[config.mk]
export PLATFORM = sky130hd
export DESIGN_NAME = sodor_dmem_subword_adapter
export DESIGN_NICKNAME = d
export VERILOG_FILES = /design/src/rtl/sodor_dmem_subword_adapter.sv
export SDC_FILE = /design/constraint.sdc
export NUM_CORES = 1
export LEC_CHECK = 0
export CAP_MARGIN = 30
export CORE_MARGIN = 3
export CORE_UTILIZATION = 30
export DETAILED_ROUTE_END_ITERATION = 16
export PLACE_DENSITY = 0.53
export RECOVER_POWER = 25
export SLEW_MARGIN = 30
export SYNTH_ARGS = -nofsm -noshare
export SYNTH_HDL_FRONTEND = slang
export SYNTH_SLANG_ARGS = --single-unit
export TNS_END_PERCENT = 20
[constraint.sdc]
create_clock -name clk -period 2.4 [get_ports clk]
set_input_delay 0.48 -clock clk [delete_from_list [all_inputs] [get_ports clk]]
set_output_delay 0.48 -clock clk [all_outputs]
set_load 0.02 [all_outputs]
[src/rtl/sodor_dmem_subword_adapter.sv]
// Sodor data-port adapter onto word-only dmem: extended B/H/W loads, read-modify-write sub-word stores.
// Latency accept->resp: load 3, word store 2, sub-word store 4, error 1; one access in flight, req_ready low while busy.
module sodor_dmem_subword_adapter #(
  parameter int ADDR_W     = 32,
  parameter int DATA_W     = 32,
  parameter bit STORE_RESP = 1'b1
) (
  input  logic              clk,
  input  logic              rst_n,
  input  logic              req_valid,
  output logic              req_ready,
  input  logic [ADDR_W-1:0] req_addr,
  input  logic [DATA_W-1:0] req_data,
  input  logic              req_fcn,
  input  logic [2:0]        req_typ,
  output logic              resp_valid,
  output logic [DATA_W-1:0] resp_data,
  output logic              resp_err,
  output logic [ADDR_W-1:0] dmem_req_addr,
  output logic [DATA_W-1:0] dmem_req_data,
  output logic              dmem_req_write_en,
  input  logic [DATA_W-1:0] dmem_resp_data
);

  localparam logic [2:0] TYP_B  = 3'd1;
  localparam logic [2:0] TYP_H  = 3'd2;
  localparam logic [2:0] TYP_W  = 3'd3;
  localparam logic [2:0] TYP_BU = 3'd5;
  localparam logic [2:0] TYP_HU = 3'd6;

  typedef enum logic [2:0] {IDLE, RD, RD_WAIT, RMW_RD, RMW_WAIT, WR, RESP} state_t;

  // Only the fields the later states need; the word address and word store data
  // go straight to the dmem registers at accept time.
  typedef struct packed {
    logic [2:0]  typ;
    logic [1:0]  lane;
    logic [15:0] sdata;
    logic        store;
    logic        err;
  } req_t;

  state_t            state;
  req_t              cur;
  logic [DATA_W-1:0] rd_word;
  logic              accept;
  logic              typ_ok;
  logic              misaligned;
  logic              req_err;
  logic [7:0]        ld_byte;
  logic [15:0]       ld_half;
  logic [DATA_W-1:0] ld_val;
  logic [DATA_W-1:0] wr_merge;

  assign req_ready = rst_n && (state == IDLE);
  assign accept    = req_valid && req_ready;

  always_comb begin
    typ_ok     = 1'b1;
    misaligned = 1'b0;
    case (req_typ)
      TYP_B, TYP_BU: misaligned = 1'b0;
      TYP_H, TYP_HU: misaligned = req_addr[0];
      TYP_W:         misaligned = |req_addr[1:0];
      default:       typ_ok     = 1'b0;
    endcase
    req_err = !typ_ok || misaligned ||
              (req_fcn && (req_typ == TYP_BU || req_typ == TYP_HU));
  end

  always_comb begin
    ld_byte = rd_word[{cur.lane, 3'b000} +: 8];
    ld_half = rd_word[{cur.lane[1], 4'b0000} +: 16];
    case (cur.typ)
      TYP_B:   ld_val = {{24{ld_byte[7]}}, ld_byte};
      TYP_BU:  ld_val = {24'h0, ld_byte};
      TYP_H:   ld_val = {{16{ld_half[15]}}, ld_half};
      TYP_HU:  ld_val = {16'h0, ld_half};
      default: ld_val = rd_word;
    endcase
  end

  // Only B and H stores reach RMW_WAIT, so anything not B is a half merge.
  always_comb begin
    wr_merge = dmem_resp_data;
    if (cur.typ == TYP_B)
      wr_merge[{cur.lane, 3'b000} +: 8] = cur.sdata[7:0];
    else
      wr_merge[{cur.lane[1], 4'b0000} +: 16] = cur.sdata;
  end

  always_ff @(posedge clk or negedge rst_n) begin
    if (!rst_n) begin
      state             <= IDLE;
      cur               <= '0;
      rd_word           <= '0;
      resp_valid        <= 1'b0;
      resp_data         <= '0;
      resp_err          <= 1'b0;
      dmem_req_addr     <= '0;
      dmem_req_data     <= '0;
      dmem_req_write_en <= 1'b0;
    end else begin
      resp_valid        <= 1'b0;
      dmem_req_write_en <= 1'b0;
      case (state)
        IDLE: begin
          if (accept) begin
            cur.typ   <= req_typ;
            cur.lane  <= req_addr[1:0];
            cur.sdata <= req_data[15:0];
            cur.store <= req_fcn;
            cur.err   <= req_err;
            if (req_err) begin
              state <= RESP;
            end else begin
              dmem_req_addr <= {req_addr[ADDR_W-1:2], 2'b00};
              if (!req_fcn) begin
                state <= RD;
              end else if (req_typ == TYP_W) begin
                dmem_req_data     <= req_data;
                dmem_req_write_en <= 1'b1;
                state             <= WR;
              end else begin
                state <= RMW_RD;
              end
            end
          end
        end
        RD:       state <= RD_WAIT;
        RD_WAIT: begin
          rd_word <= dmem_resp_data;
          state   <= RESP;
        end
        RMW_RD:   state <= RMW_WAIT;
        RMW_WAIT: begin
          dmem_req_data     <= wr_merge;
          dmem_req_write_en <= 1'b1;
          state             <= WR;
        end
        WR:       state <= STORE_RESP ? RESP : IDLE;
        RESP: begin
          resp_valid <= 1'b1;
          resp_err   <= cur.err;
          resp_data  <= (cur.err || cur.store) ? '0 : ld_val;
          state      <= IDLE;
        end
        default:  state <= IDLE;
      endcase
    end
  end

endmodule

### Word-level counts from Yosys, hierarchy flattened

Index checks and enable logic that the tools add are counted.

| operators by class | value |
|---|---|
| add/subtract/negate cells | 2 |
| eq/ne operators | 19 |
| shifts and indexed selects | 6 |
| muxes and demuxes | 23 |
| bitwise logic cells | 1 |
| reductions and logical operators | 17 |

Operators with widths:

| operator | count |
|---|---|
| two-way mux 32 bit | 6 |
| case mux 32 bit (4 select lines) | 1 |
| bitwise mux 32 bit | 2 |
| case mux 32 bit (2 select lines) | 1 |
| variable shift 16 x 7 -> 32 bit, first input constant | 1 |
| variable shift 8 x 7 -> 32 bit, first input constant | 1 |
| indexed part select 16 x 7 -> 32 bit | 1 |
| indexed part select 32 x 6 -> 16 bit | 1 |
| indexed part select 32 x 6 -> 8 bit | 1 |
| indexed part select 8 x 7 -> 32 bit | 1 |
| equality test 3 bit, second input constant | 7 |
| equality test 3 x 2 -> 1 bit, second input constant | 5 |
| case mux 3 bit (5 select lines) | 1 |
| negator 5 -> 7 bit | 2 |
| two-way mux 3 bit | 4 |
| equality test 3 x 1 -> 1 bit, second input constant | 3 |
| two-way mux 1 bit | 6 |
| inequality test 2 bit, second input constant | 3 |
| OR reduction 2 bit | 3 |
| AND reduction 5 bit | 1 |
| OR reduction 5 bit | 1 |
| logical OR 1 bit | 4 |
| case mux 1 bit (2 select lines) | 2 |
| logical AND 1 bit | 3 |
| other kinds (7) | 7 |

| word-level totals | value |
|---|---|
| bits in registers | 155 |
| input bits | 103 |
| output and inout bits | 100 |
| logic and storage cells | 81 |

### Longest topological paths before layout

Gate-level depths: netlist of the first run.

| logic depth | value |
|---|---|
| depth after elaboration | 9 |
| gate-level depth with buffers | 9 |
| gate-level depth less buffers | 6 |

### Worst setup path after synthesis of the first run

OpenSTA, ideal clock, no wires.

| timing | value |
|---|---|
| path type | reg-to-reg |
| from | register cur[18] (netlist bit) |
| to | register dmem_req_data[16] |
| library setup time | 0.067 ns |
| arrival time | 2.230 ns |
| required time | 2.333 ns |
| slack | 0.103 ns |
| stages on the path, launching flop included | 8 |
| buffers on the path | 1 |
| clock period less this slack | 2.297 ns |
| cells stage by stage | dfrtp_1 clkbuf_1 clkinv_1 ha_1 nor3b_1 a31oi_1 o22ai_1 a221o_1 |

| between the ends | value |
|---|---|
| longest elaborated chain between the ends | 5 |
| elaborated cells between the ends (all ways) | 6 |
| those cells by class | add/sub: 1; shift: 2; mux: 3 |

RTL lines:

| element | line | source |
|---|---|---|
| from (decl) | 44 | `req_t cur;` |
| negator 5 -> 7 bit * | 87 | `wr_merge[{cur.lane, 3'b000} +: 8] = cur.sdata[7:0];` |
| indexed part select 8 x 7 -> 32 bit or variable shift 8 x 7 -> 32 bit (tied branches) | 87 |  |
| bitwise mux 32 bit * | 87 |  |
| two-way mux 32 bit * | 86 | `if (cur.typ == TYP_B)` |
| case mux 32 bit (2 select lines) * | 106 | `case (state)` |
| to (signal assigned) | 121 | `dmem_req_data <= req_data;` |
| to (signal assigned) | 137 | `dmem_req_data <= wr_merge;` |
| to (decl) | 20 | `output logic [DATA_W-1:0] dmem_req_data,` |

Mark *: on every way between the ends. The rest lies on a longest branch, timed or not.
A chain may end at the register's enable or synchronous reset.

### Final worst setup path of the first run

| timing | value |
|---|---|
| from | input req_typ[0] |
| to | register dmem_req_addr[3] |

| between the ends | value |
|---|---|
| longest elaborated chain between the ends | 8 |
| elaborated cells between the ends (all ways) | 16 |
| those cells by class | eq/ne: 5; mux: 2; bitwise: 1; reduce/logical: 8 |

RTL lines:

| element | line | source |
|---|---|---|
| from (decl) | 15 | `input logic [2:0] req_typ,` |
| equality test 3 bit, or another cell as far along | 61, 68 |  |
| OR reduction 5 bit (no line) | - |  |
| two-way mux 1 bit | 61 | `case (req_typ)` |
| zero test 1 bit | 67 | `req_err = !typ_ok \|\| misaligned \|\|` |
| logical OR 1 bit | 67 |  |
| logical OR 1 bit * | 67 |  |
| NOT 1 bit (no line) * | - |  |
| AND reduction 3 bit (no line) * | - |  |
| to (signal assigned) | 117 | `dmem_req_addr <= {req_addr[ADDR_W-1:2], 2'b00};` |
| to (decl) | 19 | `output logic [ADDR_W-1:0] dmem_req_addr,` |

Marks and branches as above.

==> metrics.md, run 1 <==
| Metric | Value |
|---|---|
| Status | `completed` |
| Crit-path max FO | `30` |
| Die area | `~28,000 µm²` |
| Commonest cells post-synth | `dfrtp_1 (155), nand2_1 (84), mux2_2 (66)` |
| Initial antenna violation count | `0` |
| DIE WIDTH | `approximately 170 µm` |
| Port bufs | `200` |
| Worst skew pair latency | `approximately 440 ps` |
| # DRC | `0` |
| Max Clk Rate | `roughly 0.45 GHz` |
| Max cap viols | `0` |
| Crit. End Element | `flip-flop` |
| Critical path's largest stage delay | `between 500 and 600 ps` |
| Dpl cell area | `roughly 10,000 µm²` |
| Clock Path Buffers | `2` |
| Final instance area | `~11,000 µm²` |
| Place WS | `-268.0 ps` |
| Synth Flop Type | `dfrtp_1` |
| IO Count | `203` |
| Share of cells above drive strength 1 | `0.1968` |
| Grt total ovfl | `0` |
| Slew @ Worst Pin | `612.4 ps` |
| P&R area growth vs syn | `40.34%` |
| Die Height | `~170 µm` |
| Mapped Avg Cell Area | `11.22 µm²` |
| CTS Buf Count | `17` |
| Worst Skew | `13.99 ps` |
| Crit path launch type | `input pin` |
| Final period util | `0.9238` |
| Final Hold Viols | `0` |
| Leak | `4.649 nW` |
| First-pass GRT wire length | `approximately 39 mm` |
| Gpl congestion | `about 0.8` |
| Detail Route Antenna Nets | `0` |
| Initial Util | `0.3092` |
| Maximum VDD drop | `around 0.00064 V` |
| Final #Nets | `1,028` |
| Hold/Removal Path Class | `input pin to async pin` |
| Iter 0 DRT Violations | `563` |
| Most frequent CP cell | `mux2_2` |
| Post-synth EDFFs | `0` |
| Mapped Cells | `702` |
| Core area | `25,470 µm²` |
| Final worst setup slack | `roughly 180 ps` |
| Cts hold-fix bufs | `0` |
| Post-DP HPWL | `17.86 mm` |
| Yosys cell types | `57` |
| Vias per std cell | `5.122` |
| Vias in the first global route | `6,380` |
| Util after Layout | `0.4339` |
| Top-count cell post-synth | `dfrtp_1` |
| Dominant cell type by area after synthesis | `dfrtp_1` |
| PwrDens | `approximately 1400 nW/µm²` |
| Crit Path Category | `input pin to flip-flop` |
| Ant diodes | `0` |
| Data required, critical path | `around 2700 ps` |
| Final slew viol count | `0` |
| Crit path time final | `around 2200 ps` |
| Clk slew on worst S/H paths | `approximately 70 ps` |
| Synth warnings | `0` |
| Post-CTS setup buffers | `0` |
| Cell breakdown of the critical path | `clkdlybuf4s50_1 -> ha_1 -> nor2b_1 -> mux2_2 -> nor3_4 -> buf_12 -> mux2_2` |
| CTS tree | `yes` |
| Worst path slowest cell | `clkdlybuf4s50_1` |
| H-tree depth | `4` |
| Post-synth top area share | `0.4925` |
| Site Rows | `58` |
| Sequential fraction of the synthesis area | `0.4925` |
| 1st-pass router iterations | `5` |
| WL per Instance | `~20 µm` |
| Total Routed Length | `~25 mm` |
| Mapped Area | `between 7000 and 8000 µm²` |
| Post-synthesis sequential element count | `roughly 160` |
| Ys async rst share | `1.000` |
| Total number of vias | `6,454` |
| # clock sinks | `around 160` |
| Global-route usage over all layers | `0.1774` |
| RSZ-0062 raised after global routing | `no` |
| Synth top area cells | `dfrtp_1 (49%), mux2_2 (9.4%), mux2i_1 (5.2%)` |
| Max-slew headroom | `0.5917` |
| Largest net degree at the start of global routing | `156` |
| Critical Path AT | `around 2500 ps` |
| # setup viols final | `0` |
| Root Buffer | `clkbuf_16` |
[metal layers]
| layer | vias up | GRT usage | share of wire |
|---|---|---|---|
| li1 | 3063 | - | - |
| met2 | 186 | 0.2656 | 0.45 |
| met5 | - | 0 | 0 |
| met4 | 0 | 0.04233 | 0.0099 |
| met1 | 3191 | 0.2660 | 0.49 |
| met3 | 14 | 0.03287 | 0.053 |
[critical path, delay by kind of cell]
family,cells,cell delay (ps)
multiplexers,2,740
adder cells (fa/ha/maj),1,180
AND/OR/NAND/NOR,2,370
buffers and inverters,2,730
[logic make-up (layout without fill, tap and decap cells)]
group,after synthesis,after routing,share of synthesized area
simple gates,184,184,0.1249
xor+xnor,1,1,0.001112
mux,109,109,0.1508
other cells,1,2,0.0004762
flops,155,155,0.4925
buf+inv,58,285,0.03575
compound gates,186,186,0.1818
fa+ha+maj,8,8,0.01271
[sequential cells by signal, summed over array words and instances (netlist names)]
register and cells:
dmem_req_data 32, dmem_req_write_en 1, resp_data 32, resp_err 1, resp_valid 1, state 3
dmem_req_addr 30, cur 23, rd_word 32
[per-stage QoR]
step,total power [mW],TNS [ps],hold slack (ps),instances
2_1_floorplan,9.630,0,184.4,703
3_3_place_gp,12.85,-10480,468.6,1227
3_5_place_dp,12.94,-12370,473.7,1227
4_1_cts,15.66,0,260.3,1259
5_1_grt,16.53,0,164.1,1260
6_report,15.53,0,164.1,1260
[cells in the final DEF, fill, tap and decap left out, types with 2 or more instances in the layout]
cell type and n:
clkdlybuf4s50_1 198, dfrtp_1 154, nand2_1 84, mux2_2 66, mux2i_1 41, buf_4 40
nor2b_1 37, a21oi_1 37, a22oi_1 24, o221a_2 24, o22ai_1 22, nand2b_1 17
nand3_1 17, a22o_1 17, clkbuf_16 17, o21ai_0 11, a32o_1 8, a31oi_1 8
a221o_1 8, ha_1 8, o22a_1 7, o221ai_1 7, inv_1 5, nor2_1 5
inv_6 5, buf_12 5, inv_8 4, nand3b_1 3, and2_1 3, nor3b_1 3
o31ai_1 3, o21ai_1 3, nor3_2 2, nor4bb_1 2, conb_1 2, clkinvlp_4 2
clkinv_4 2, clkinv_8 2
[power by group]
group	internal [mW]	switching (mW)
combinational	3.92	3.90
sequential	3.87	1.17
clock	1.39	1.29
total	9.18	6.35
[path summary, 6_finish.rpt]
| path | to | cells past startpoint | slack [ps] | startpoint |
|---|---|---|---|---|
| max | dmem_req_addr[3] | 7 | 180 | req_typ[0] |
| min | rd_word[16] | 2 | 160 | rst_n |
| max reg2reg | dmem_req_addr[3] | 5 | 290 | state[1] |
| min reg2reg | resp_data[11] | 2 | 490 | resp_data[11] |
| max in group asynchronous | cur[19] | 3 | 1360 | rst_n |
| min in group clk | resp_data[11] | 2 | 490 | resp_data[11] |
[timing repair]
item	in CTS	in global routing
gates resized for setup	1	0
endpoints found under the setup margin	1	0
hold endpoints to repair	0	0
[area by class of cell]
| cell class | count | area, µm² |
|---|---|---|
| flip-flops and latches | 155 | 3880 |
| repair buffers | 246 | 2422 |
| clock inverters | 15 | 153.9 |
| fillers | 2450 | 14420 |
| well taps | 330 | 412.9 |
| inverters | 7 | 28.78 |
| clock buffers | 17 | 425.4 |
| multi-input cells | 490 | 3729 |
No activity file was read; power rests on OpenSTA's default activity.
==> run 2, diff against run 1 <==
ABC_CLOCK_PERIOD_IN_PS = 2400   (was unset)
CAP_MARGIN = 20   (was 30)
==> results of run 2 <==
Same layout as run 1: the final DEF is identical, and so are final timing and power.
